$ cat config.mk
export PLATFORM = sky130hd
export DESIGN_NAME = centscale_fifo
export DESIGN_NICKNAME = d
export VERILOG_FILES = /design/src/rtl/centscale_fifo.sv
export SDC_FILE = /design/constraint.sdc
export NUM_CORES = 1
export LEC_CHECK = 0
export BUFFER_PORTS_ARGS = -buffer_cell sky130_fd_sc_hd__buf_2
export CORE_MARGIN = 1.5
export CORE_UTILIZATION = 30
export DETAILED_ROUTE_END_ITERATION = 12
export GPL_ROUTABILITY_DRIVEN = 0
export SYNTH_ARGS = -nofsm -noshare
export SYNTH_HDL_FRONTEND = slang
export SYNTH_SLANG_ARGS = --single-unit
$ cat constraint.sdc
create_clock -name clk -period 5.35 [get_ports clk]
set_input_delay 1.07 -clock clk [delete_from_list [all_inputs] [get_ports clk]]
set_output_delay 1.07 -clock clk [all_outputs]
set_load 0.02 [all_outputs]
$ cat src/rtl/centscale_fifo.sv
// centscale_fifo
// Elastic first-word-fall-through buffer behind the center/scale stage.
// Samples strobed in while the buffer is full (and not popping in the same
// cycle) are dropped and reported through a sticky flag and a saturating
// drop counter.
//
// Ports:
//   clk          rising-edge clock
//   GlobalReset  asynchronous active-low reset
//   x_centScale  32-bit SMC-float sample in
//   srdyi        sample strobe (one sample per high cycle)
//   x_o          head-of-FIFO sample, valid while srdyo_o=1
//   srdyo_o      FIFO non-empty
//   drdyi        consumer ready; pop on srdyo_o & drdyi
//   count_o      occupancy 0..DEPTH
//   full_o       occupancy == DEPTH
//   ovf_o        sticky overflow flag
//   drop_cnt_o   dropped-sample count, saturates at 255
//   ovf_clr      synchronous clear of ovf_o / drop_cnt_o
module centscale_fifo #(
    parameter int unsigned DEPTH = 8,
    parameter int unsigned AW    = 3
) (
    input  logic          clk,
    input  logic          GlobalReset,
    input  logic [31:0]   x_centScale,
    input  logic          srdyi,
    output logic [31:0]   x_o,
    output logic          srdyo_o,
    input  logic          drdyi,
    output logic [AW:0]   count_o,
    output logic          full_o,
    output logic          ovf_o,
    output logic [7:0]    drop_cnt_o,
    input  logic          ovf_clr
);

    localparam logic [AW:0] FULL_CNT = (AW+1)'(DEPTH);

    logic [31:0]   mem_q [DEPTH];
    logic [AW-1:0] wr_ptr_q, wr_ptr_d;
    logic [AW-1:0] rd_ptr_q, rd_ptr_d;
    logic [AW:0]   cnt_q, cnt_d;
    logic          ovf_q, ovf_d;
    logic [7:0]    drop_cnt_q, drop_cnt_d;

    logic pop;
    logic push;
    logic drop;

    assign srdyo_o    = (cnt_q != '0);
    assign full_o     = (cnt_q == FULL_CNT);
    assign count_o    = cnt_q;
    assign x_o        = mem_q[rd_ptr_q];
    assign ovf_o      = ovf_q;
    assign drop_cnt_o = drop_cnt_q;

    // A full FIFO still accepts a sample when a pop frees a slot this cycle.
    assign pop  = srdyo_o & drdyi;
    assign push = srdyi & (~full_o | pop);
    assign drop = srdyi & ~push;

    always_comb begin
        wr_ptr_d   = wr_ptr_q;
        rd_ptr_d   = rd_ptr_q;
        cnt_d      = cnt_q;
        ovf_d      = ovf_q;
        drop_cnt_d = drop_cnt_q;

        if (push) wr_ptr_d = wr_ptr_q + AW'(1);
        if (pop)  rd_ptr_d = rd_ptr_q + AW'(1);

        case ({push, pop})
            2'b10:   cnt_d = cnt_q + (AW+1)'(1);
            2'b01:   cnt_d = cnt_q - (AW+1)'(1);
            default: cnt_d = cnt_q;
        endcase

        // A drop coinciding with a clear wins: the clear is applied first,
        // then the new drop is counted on top of it.
        if (drop) begin
            ovf_d = 1'b1;
            if (ovf_clr)
                drop_cnt_d = 8'd1;
            else if (drop_cnt_q != '1)
                drop_cnt_d = drop_cnt_q + 8'd1;
        end else if (ovf_clr) begin
            ovf_d      = 1'b0;
            drop_cnt_d = '0;
        end
    end

    always_ff @(posedge clk or negedge GlobalReset) begin
        if (!GlobalReset) begin
            wr_ptr_q   <= '0;
            rd_ptr_q   <= '0;
            cnt_q      <= '0;
            ovf_q      <= 1'b0;
            drop_cnt_q <= '0;
        end else begin
            wr_ptr_q   <= wr_ptr_d;
            rd_ptr_q   <= rd_ptr_d;
            cnt_q      <= cnt_d;
            ovf_q      <= ovf_d;
            drop_cnt_q <= drop_cnt_d;
        end
    end

    // Storage array is intentionally not reset.
    always_ff @(posedge clk) begin
        if (push) mem_q[wr_ptr_q] <= x_centScale;
    end

endmodule

==> results_dict.tcl, run 1 <==
set metrics [dict create \
    status "finished clean" \
    r2r_cells 4 \
    avgSynthCellArea_um2 21.7 \
    rsz0062_at_grt "no" \
    synth_area_leaders "edfxtp_1, mux4_2, dfrtp_1" \
    final_max_slew_viol_count 0 \
    syn-num-nets 537 \
    postRouteAntennaNets 0 \
    critPathTopFamily "flip-flops" \
    wl_per_cell_um 19.2 \
    port_buffers 83 \
    cp-end-kind "output pin" \
    p_per_area_mw_per_mm2 539 \
    fill_cells 3270 \
    slowest_stage "dfrtp_4" \
    die_y_um 192 \
    synth_adder_area_share 0.00771 \
    max_slew_margin 0.251 \
    worstSetupPathType "register to output pin" \
    drive_gt1_frac 0.396 \
    cpPeakStageDelay_ps 940 \
    yosysTopAreaCell "edfxtp_1" \
    grt_max_degree 67 \
    maxCapViolCount 0 \
    wl_um 20700 \
    first_iter_violations 325 \
    clkTransAtPathRegs_ps 60 \
    reg2reg_to "mem_q[7][3]" \
    cts_max_level 1 \
    fin_worst_skew_ps 19.0 \
    hpwl_um 12600 \
    chipWidth_um 192 \
    grt_overflow 0 \
    ys_ff_latch 275 \
    cts.sinks 275 \
    start_kind "register" \
    worstMarginPinSlew_ps 1120 \
    fin_util 0.357 \
    regToRegSetupSlack_ps 2460 \
    muxShareOfSynthArea 0.173 \
    gr-usage-all-layers 0.114 \
    synth_top_family_by_area "multiplexers" \
    post_cts_resize_count 0 \
    crit_arrival_ps 2920 \
    synth_edf_count 256 \
    hp-class "primary input to async pin" \
    final_nets 642 \
    path_cells "buf_4 -> mux4_2 -> mux2_2 -> buf_2" \
    io-pin-count 84 \
    ys_types 44 \
    multi_input_area_mm2 0.00248 \
    grt_pass1_wl_um 31700 \
    dieArea_mm2 0.0368 \
    drc 0 \
    holdWs_ps 474 \
    holdBufCountCts 0 \
    synthFlopType "edfxtp_1" \
    leakage_nw 4.17 \
    fin_crit_ps 3990 \
    cp_max_fo 39 \
    rows 69 \
    fin_crit_sh 0.745 \
    ys_warn_count 0 \
    tns_ps 0 \
    hold_violations 0 \
    antenna_found_initial 1 \
    worst-path-buf-inv 2 \
    max_freq_mhz 251 \
    numCtsBuffers 28 \
    cts_tree "built" \
    r2r-start "count_o[1]" \
    yosys-top-cells-count "edfxtp_1, mux4_2, mux2_2, dfrtp_1" \
    synth-xor-area-share 0.00409 \
    synth_top_area_frac 0.718 \
    crit_required_ps 4280 \
    cts_buffer_depth 3 \
    async_flop_share 0.0691 \
    finalSetupViolCount 0 \
    area_growth_syn_to_layout_pct 17.8 \
    post_cts_buffers 0 \
    ff_latch_area_mm2 0.00817 \
    synth.most_common_cell "edfxtp_1" \
    drt-pass1-iter-count 5 \
    synthCells 494 \
    clk_latency_ps 540 \
    synth.yosys.seq_area_share 0.762 \
    start_util 0.303 \
    core_area_mm2 0.0354 \
    via_per_inst 4.68 \
    grt_pass1_vias 5220 \
    ir_drop_mv 0.314 \
    n_antenna_cell 0 \
    synth_compound_area_frac 0.0144 \
    cts_root_buf "clkbuf_16" \
    yosys.area_share.simple 0.0280 \
    syn_area_mm2 0.0107 \
    vias 5055 \
]
-- through the flow --
stage,power [W],instances,cell area [um2],worst slack [ps]
after floorplan,0.00440,494,10700,353
after global placement,0.00509,1030,11800,1810
after detailed placement,0.00510,1030,11800,1800
after CTS,0.00692,1080,12600,1270
after global routing,0.00715,1080,12600,1140
final,0.00680,1080,12600,1360
-- where the power goes --
part           switching [W]  internal (W)  leakage (nW)
logic               0.000960      0.000955          1.19
registers           0.000374       0.00269          2.57
clock network       0.000767       0.00105         0.424
total                0.00210       0.00470          4.17
-- worst max path at each step --
| stage | from | endpoint | slack, ps | depth (start not counted) |
|---|---|---|---|---|
| 3_3_place_gp | drdyi | mem_q[6][10] | 1810 | 5 |
| 3_5_place_dp | drdyi | mem_q[5][11] | 1800 | 5 |
| 4_1_cts | rd_ptr_q[0] | x_o[28] | 1270 | 4 |
| 6_report | rd_ptr_q[0] | x_o[28] | 1360 | 4 |
| 2_1_floorplan | srdyi | mem_q[0][0] | 350 | 3 |
| 5_1_grt | rd_ptr_q[0] | x_o[28] | 1140 | 4 |
-- cell usage in the layout, fill, tap and decap left out, types with 3 or more instances in the layout --
cell type  count
mux2i_1        3
clkinv_2       7
a31oi_1        3
ha_1           5
o21ai_0        6
dfrtp_1       16
nor2_4         3
a21oi_1        5
buf_2         83
nor2_1         8
nand2b_1       3
xnor2_1        3
edfxtp_1     256
clkbuf_16     28
nor2b_1        3
inv_1          7
clkbuf_1       6
mux2_2        34
mux4_2        64
nor3_2         4
nor3_1         5
buf_4         12
nand2_1       11
clkinv_1       6
nand3_1        4
-- cell families (layout without fill, tap and decap cells) --
group,after synthesis,count (layout)
compound gates,24,24
xor+xnor,5,5
fa+ha+maj,6,6
buf+inv,27,152
flops,275,275
mux,101,101
simple gates,56,56
-- state kept, by name, indices dropped and copies added (netlist names) --
name        count
wr_ptr_q        3
drop_cnt_o      8
rd_ptr_q        3
mem_q         256
ovf_o           1
count_o         4
-- routing by layer --
metal,part of all wire,track usage
met1,0.44,0.152
met2,0.50,0.194
met3,0.050,0.0227
met4,0.014,0.0237
met5,0.00058,0
-- area by class of cell --
type / count / share of cell area
Tap cell: 461 / 0.0457
Clock buffer: 34 / 0.0573
Timing Repair Buffer: 95 / 0.0401
Sequential cell: 275 / 0.647
Clock inverter: 16 / 0.0106
Multi-Input combinational cell: 192 / 0.197
Inverter: 7 / 0.00208
-- worst register-to-register path, cell delays in order (launching register included) --
cell and delay (ps):
dfrtp_1 470, nor3_1 210, a21boi_0 490, nand2_1 350, nor2_4 940
(Power assumes the default switching activity.)
==> run 2, diff against run 1 <==
ABC_AREA = 1   (was not set)
clock period = 3.74 ns   (was 5.35 ns; I/O delays follow)
==> run 2 against run 1 <==
Via count grew 37%; hold slack lost 330 ps; sequential share of layout area shrank 1.9 points; critical path type unchanged; count of clock-buffer cells in the layout grew 1; clock skew shrank 5.7 ps; die area grew 3.7%; cell count grew 34%; synthesized area grew 3.8%.
==> results_dict.tcl, run 2 <==
set metrics [dict create \
    synth.yosys.seq_area_share 0.734 \
    cp_max_fo 67 \
    status "finished clean" \
    max_slew_margin 0.402 \
    hold_violations 0 \
    synth_edf_count 256 \
    dr_wl_met3_um 1360 \
    start_kind "register" \
    tns_ps 0 \
    holdBufCountCts 0 \
    synth.most_common_cell "edfxtp_1" \
    wl_per_cell_um 17.3 \
    dieArea_mm2 0.0382 \
    chipWidth_um 195 \
    async_flop_share 0.0691 \
    post_cts_buffers 0 \
    via_per_inst 4.78 \
    area_growth_syn_to_layout_pct 17.0 \
    p_per_area_mw_per_mm2 796 \
    port_buffers 83 \
    regMostFlops "mem_q" \
    rows 70 \
    gr-usage-all-layers 0.131 \
    yosysTopAreaCell "edfxtp_1" \
    sequentialPowerShare 0.391 \
    postRouteAntennaNets 0 \
    cts_root_buf "clkbuf_16" \
    grt_pass1_vias 6885 \
    syn_area_mm2 0.0111 \
    drc 0 \
    die_y_um 195 \
    syn-num-nets 913 \
    drive_gt1_frac 0.171 \
    finalSetupViolCount 0 \
    clkTransAtPathRegs_ps 60 \
    cts_tree "built" \
    hpwl_um 14200 \
    io-pin-count 84 \
    drt-pass1-iter-count 5 \
    first_iter_violations 471 \
    crit_arrival_ps 2600 \
    leakage_nw 4.75 \
    highest_layer "met5" \
    routedLengthMet1_um 11400 \
    cts_buffer_depth 3 \
    post_cts_resize_count 0 \
    synthCells 870 \
    mostFrequentLayoutCell "edfxtp_1" \
    fin_worst_skew_ps 13.3 \
    ys_ff_latch 275 \
    synth_top_area_frac 0.692 \
    start_util 0.304 \
    worstSetupPathType "register to output pin" \
    internal_power_w 0.00653 \
    p_sw_frac 0.369 \
    ys_types 34 \
    fill_cells 3497 \
    grt_max_degree 130 \
    fin_crit_ps 3340 \
    grt_pass1_wl_um 39400 \
    p_sw_w 0.00382 \
    avgSynthCellArea_um2 12.8 \
    final_max_slew_viol_count 0 \
    ir_drop_mv 0.377 \
    cts_max_level 1 \
    core_area_mm2 0.0365 \
    largest_reg_flops 256 \
    clockPowerShare 0.269 \
    antenna_found_initial 2 \
    maxCapViolCount 0 \
    cts.sinks 275 \
    vias 6906 \
    grt_overflow 0 \
    hp-class "primary input to async pin" \
    n_antenna_cell 0 \
    wl_um 25000 \
    numCtsBuffers 29 \
    fin_crit_sh 0.894 \
    ys_warn_count 0 \
    cp-end-kind "output pin" \
    pre_cts_ws_ps 951 \
    pwr-share-comb 0.340 \
    worstMarginPinSlew_ps 895 \
    dp.cells 1394 \
    max_freq_mhz 299 \
    crit_required_ps 2990 \
    rsz0062_at_grt "no" \
    holdWs_ps 146 \
    fin_util 0.356 \
    final_nets 1000 \
    synthFlopType "edfxtp_1" \
    setup_ws_ps 396 \
    clk_latency_ps 540 \
    final_cell_mix "edfxtp_1, nand2_1, nor2_1, o21ai_0, buf_2" \
    synth_area_leaders "edfxtp_1, o21ai_0, nor2_1" \
    stdcell_count 1444 \
    wl_met2_um 11800 \
    yosys-top-cells-count "edfxtp_1, nor2_1, nand2_1, o21ai_0" \
]
run 2: through the flow:
step	instance area (um2)	power [W]
final	13000	0.0104
after global routing	13000	0.0110
after CTS	13000	0.0105
after detailed placement	12100	0.00770
after global placement	12100	0.00765
after floorplan	11100	0.00653
run 2: logic make-up after synthesis:
| family | after synthesis | synth area share |
|---|---|---|
| fa+ha+maj | 6 | 0.00743 |
| flops | 275 | 0.734 |
| buf+inv | 72 | 0.0331 |
| simple gates | 307 | 0.110 |
| mux | 33 | 0.0298 |
| compound gates | 172 | 0.0814 |
| xor+xnor | 5 | 0.00394 |
run 2: final cells by class:
class	instances	area, um2	share of cell area
tap	468	586	0.0450
inverter	27	103	0.00789
multi-input combinational	523	2650	0.203
clock inverter	15	165	0.0127
timing repair buffer	101	588	0.0452
clock buffer	35	748	0.0575
sequential	275	8170	0.628
run 2: layer usage:
metal / up-vias / global-route usage
li1: 3281 / -
met1: 3422 / 0.178
met2: 161 / 0.213
met3: 38 / 0.0280
met4: 4 / 0.0327
met5: - / 0
run 2: worst paths after layout:
kind	startpoint	endpoint	slack, ps	depth (start not counted)
setup / recovery	rd_ptr_q[1]	x_o[31]	400	6
hold / removal	GlobalReset	count_o[2]	150	1
setup reg to reg	count_o[2]	mem_q[1][6]	1470	7
hold reg to reg	ovf_o	ovf_o	470	2
max in group asynchronous	GlobalReset	rd_ptr_q[0]	3240	1
min in group clk	ovf_o	ovf_o	470	2
run 2: power groups by stage:
stage	logic (W)	clock network (W)	registers (W)
after floorplan	0.00252	0	0.00401
after global placement	0.00355	0	0.00410
after detailed placement	0.00360	0	0.00411
after CTS	0.00361	0.00286	0.00405
after global routing	0.00395	0.00297	0.00409
final	0.00352	0.00278	0.00405
run 2: critical path, cell delays in order (launching register included):
cell and delay (ps):
dfrtp_4 870, buf_4 470, o21ai_0 150, o21ai_1 160, nand2_1 60, nand2_1 80
buf_2 200
==> run 3, diff against run 2 <==
ABC_AREA = not set   (was 1)
==> run 3 against run 2 <==
Maximum frequency down 0.34%; routed wire length fell by 15%; clock power is 7.9% lower; register-to-register slack got worse by 480 ps; hold slack gained 4.9 ps; cell area is 2.4% lower; sequential share of layout area grew 1.5 points; clock skew fell by 5.8 ps; non-clock buffer count unchanged; core utilization up 0.26 points; first-iteration DRC count is 33% lower; global-route usage is 1.4 points lower.
==> results_dict.tcl, run 3 (synthesis gave the netlist of run 1 again) <==
set metrics [dict create \
    status "finished clean" \
    rsz0062_at_grt "no" \
    cp-end-kind "output pin" \
    grt_max_degree 35 \
    via_per_inst 4.67 \
    numCtsBuffers 28 \
    area_growth_syn_to_layout_pct 18.5 \
    max_slew_margin 0.288 \
    crit_required_ps 2990 \
    hp-class "primary input to async pin" \
    dp.cells 1036 \
    maxCapViolCount 0 \
    first_iter_violations 316 \
    critical_path.startpoint "rd_ptr_q[0]" \
    setup_ws_ps 384 \
    stdcell_count 1087 \
    start_util 0.303 \
    chipWidth_um 192 \
    ir_drop_mv 0.393 \
    gr-usage-all-layers 0.117 \
    worstMarginPinSlew_ps 1060 \
    fin_util 0.359 \
    cts_tree "built" \
    post_cts_resize_count 0 \
    cts_max_level 1 \
    reg2reg_to "count_o[3]" \
    largest_reg_flops 256 \
    final_cell_mix "edfxtp_1, buf_2, mux4_2, mux2_2, clkbuf_16" \
    wl_per_cell_um 19.5 \
    endpoint "x_o[5]" \
    grt_pass1_wl_um 32300 \
    crit_arrival_ps 2610 \
    max_freq_mhz 298 \
    hold_violations 0 \
    regMostFlops "mem_q" \
    clk_latency_ps 530 \
    final_max_slew_viol_count 0 \
    regToRegSetupSlack_ps 990 \
    clkTransAtPathRegs_ps 60 \
    holdBufCountCts 0 \
    vias 5075 \
    mostFrequentLayoutCell "edfxtp_1" \
    cts.sinks 275 \
    cts_root_buf "clkbuf_16" \
    pre_cts_ws_ps 705 \
    rows 69 \
    core_area_mm2 0.0354 \
    drt-pass1-iter-count 4 \
    final_nets 648 \
    die_y_um 192 \
    start_kind "register" \
    drive_gt1_frac 0.405 \
    hpwl_um 12700 \
    finalSetupViolCount 0 \
    io-pin-count 84 \
    cts_buffer_depth 3 \
    tns_ps 0 \
    port_buffers 83 \
    wl_um 21200 \
    p_per_area_mw_per_mm2 770 \
    fin_crit_sh 0.897 \
    drc 0 \
    fin_worst_skew_ps 7.43 \
    finalPower_w 0.00977 \
    grt_pass1_vias 5337 \
    leakage_nw 4.20 \
    r2r-start "count_o[1]" \
    dieArea_mm2 0.0368 \
    worstSetupPathType "register to output pin" \
    post_cts_buffers 0 \
    antenna_found_initial 3 \
    grt_overflow 0 \
    postRouteAntennaNets 0 \
    cp_max_fo 26 \
    r2r_cells 7 \
    fin_crit_ps 3360 \
]
==> run 3: worst min path at each step <==
stage                         end  cells after the start  slack [ps]         from
finish              drop_cnt_o[2]                      1         150  GlobalReset
global route        drop_cnt_o[2]                      1         170  GlobalReset
CTS                 drop_cnt_o[2]                      1         150  GlobalReset
detailed placement          ovf_o                      2         520        ovf_o
global placement            ovf_o                      2         520        ovf_o
floorplan              count_o[0]                      0         450  GlobalReset
==> run 3: worst max-delay path, stage by stage (launching register included) <==
cell     delay [ps]
dfrtp_4         770
buf_4           310
mux4_2          510
mux2_2          300
buf_2           170
==> run 3: final cells by class <==
type                            count  area (um2)
Fill cell                        3319       22700
Sequential cell                   275        8170
Multi-Input combinational cell    192        2500
Clock buffer                       32         716
Tap cell                          461         577
Timing Repair Buffer              101         576
Clock inverter                     18         130
Inverter                            7        26.3
Antenna cell                        1        2.50
==> run 3: per-stage QoR <==
step | instance area, um2 | hold WS (ps)
final | 12700 | 151
after global routing | 12700 | 171
after CTS | 12700 | 151
after detailed placement | 11800 | 516
after global placement | 11800 | 517
after floorplan | 10700 | 452
==> run 3: report_power, final <==
part	total (W)	switching, W	internal, W
clock	0.00256	0.00112	0.00144
combinational	0.00293	0.00151	0.00142
sequential	0.00428	0.000426	0.00385
==> run 3: metal layers <==
layer	vias up	track usage	routed length (um)
li1	2278	-	-
met1	2661	0.155	9310
met2	98	0.198	10500
met3	34	0.0230	939
met4	4	0.0252	378
met5	-	0	34
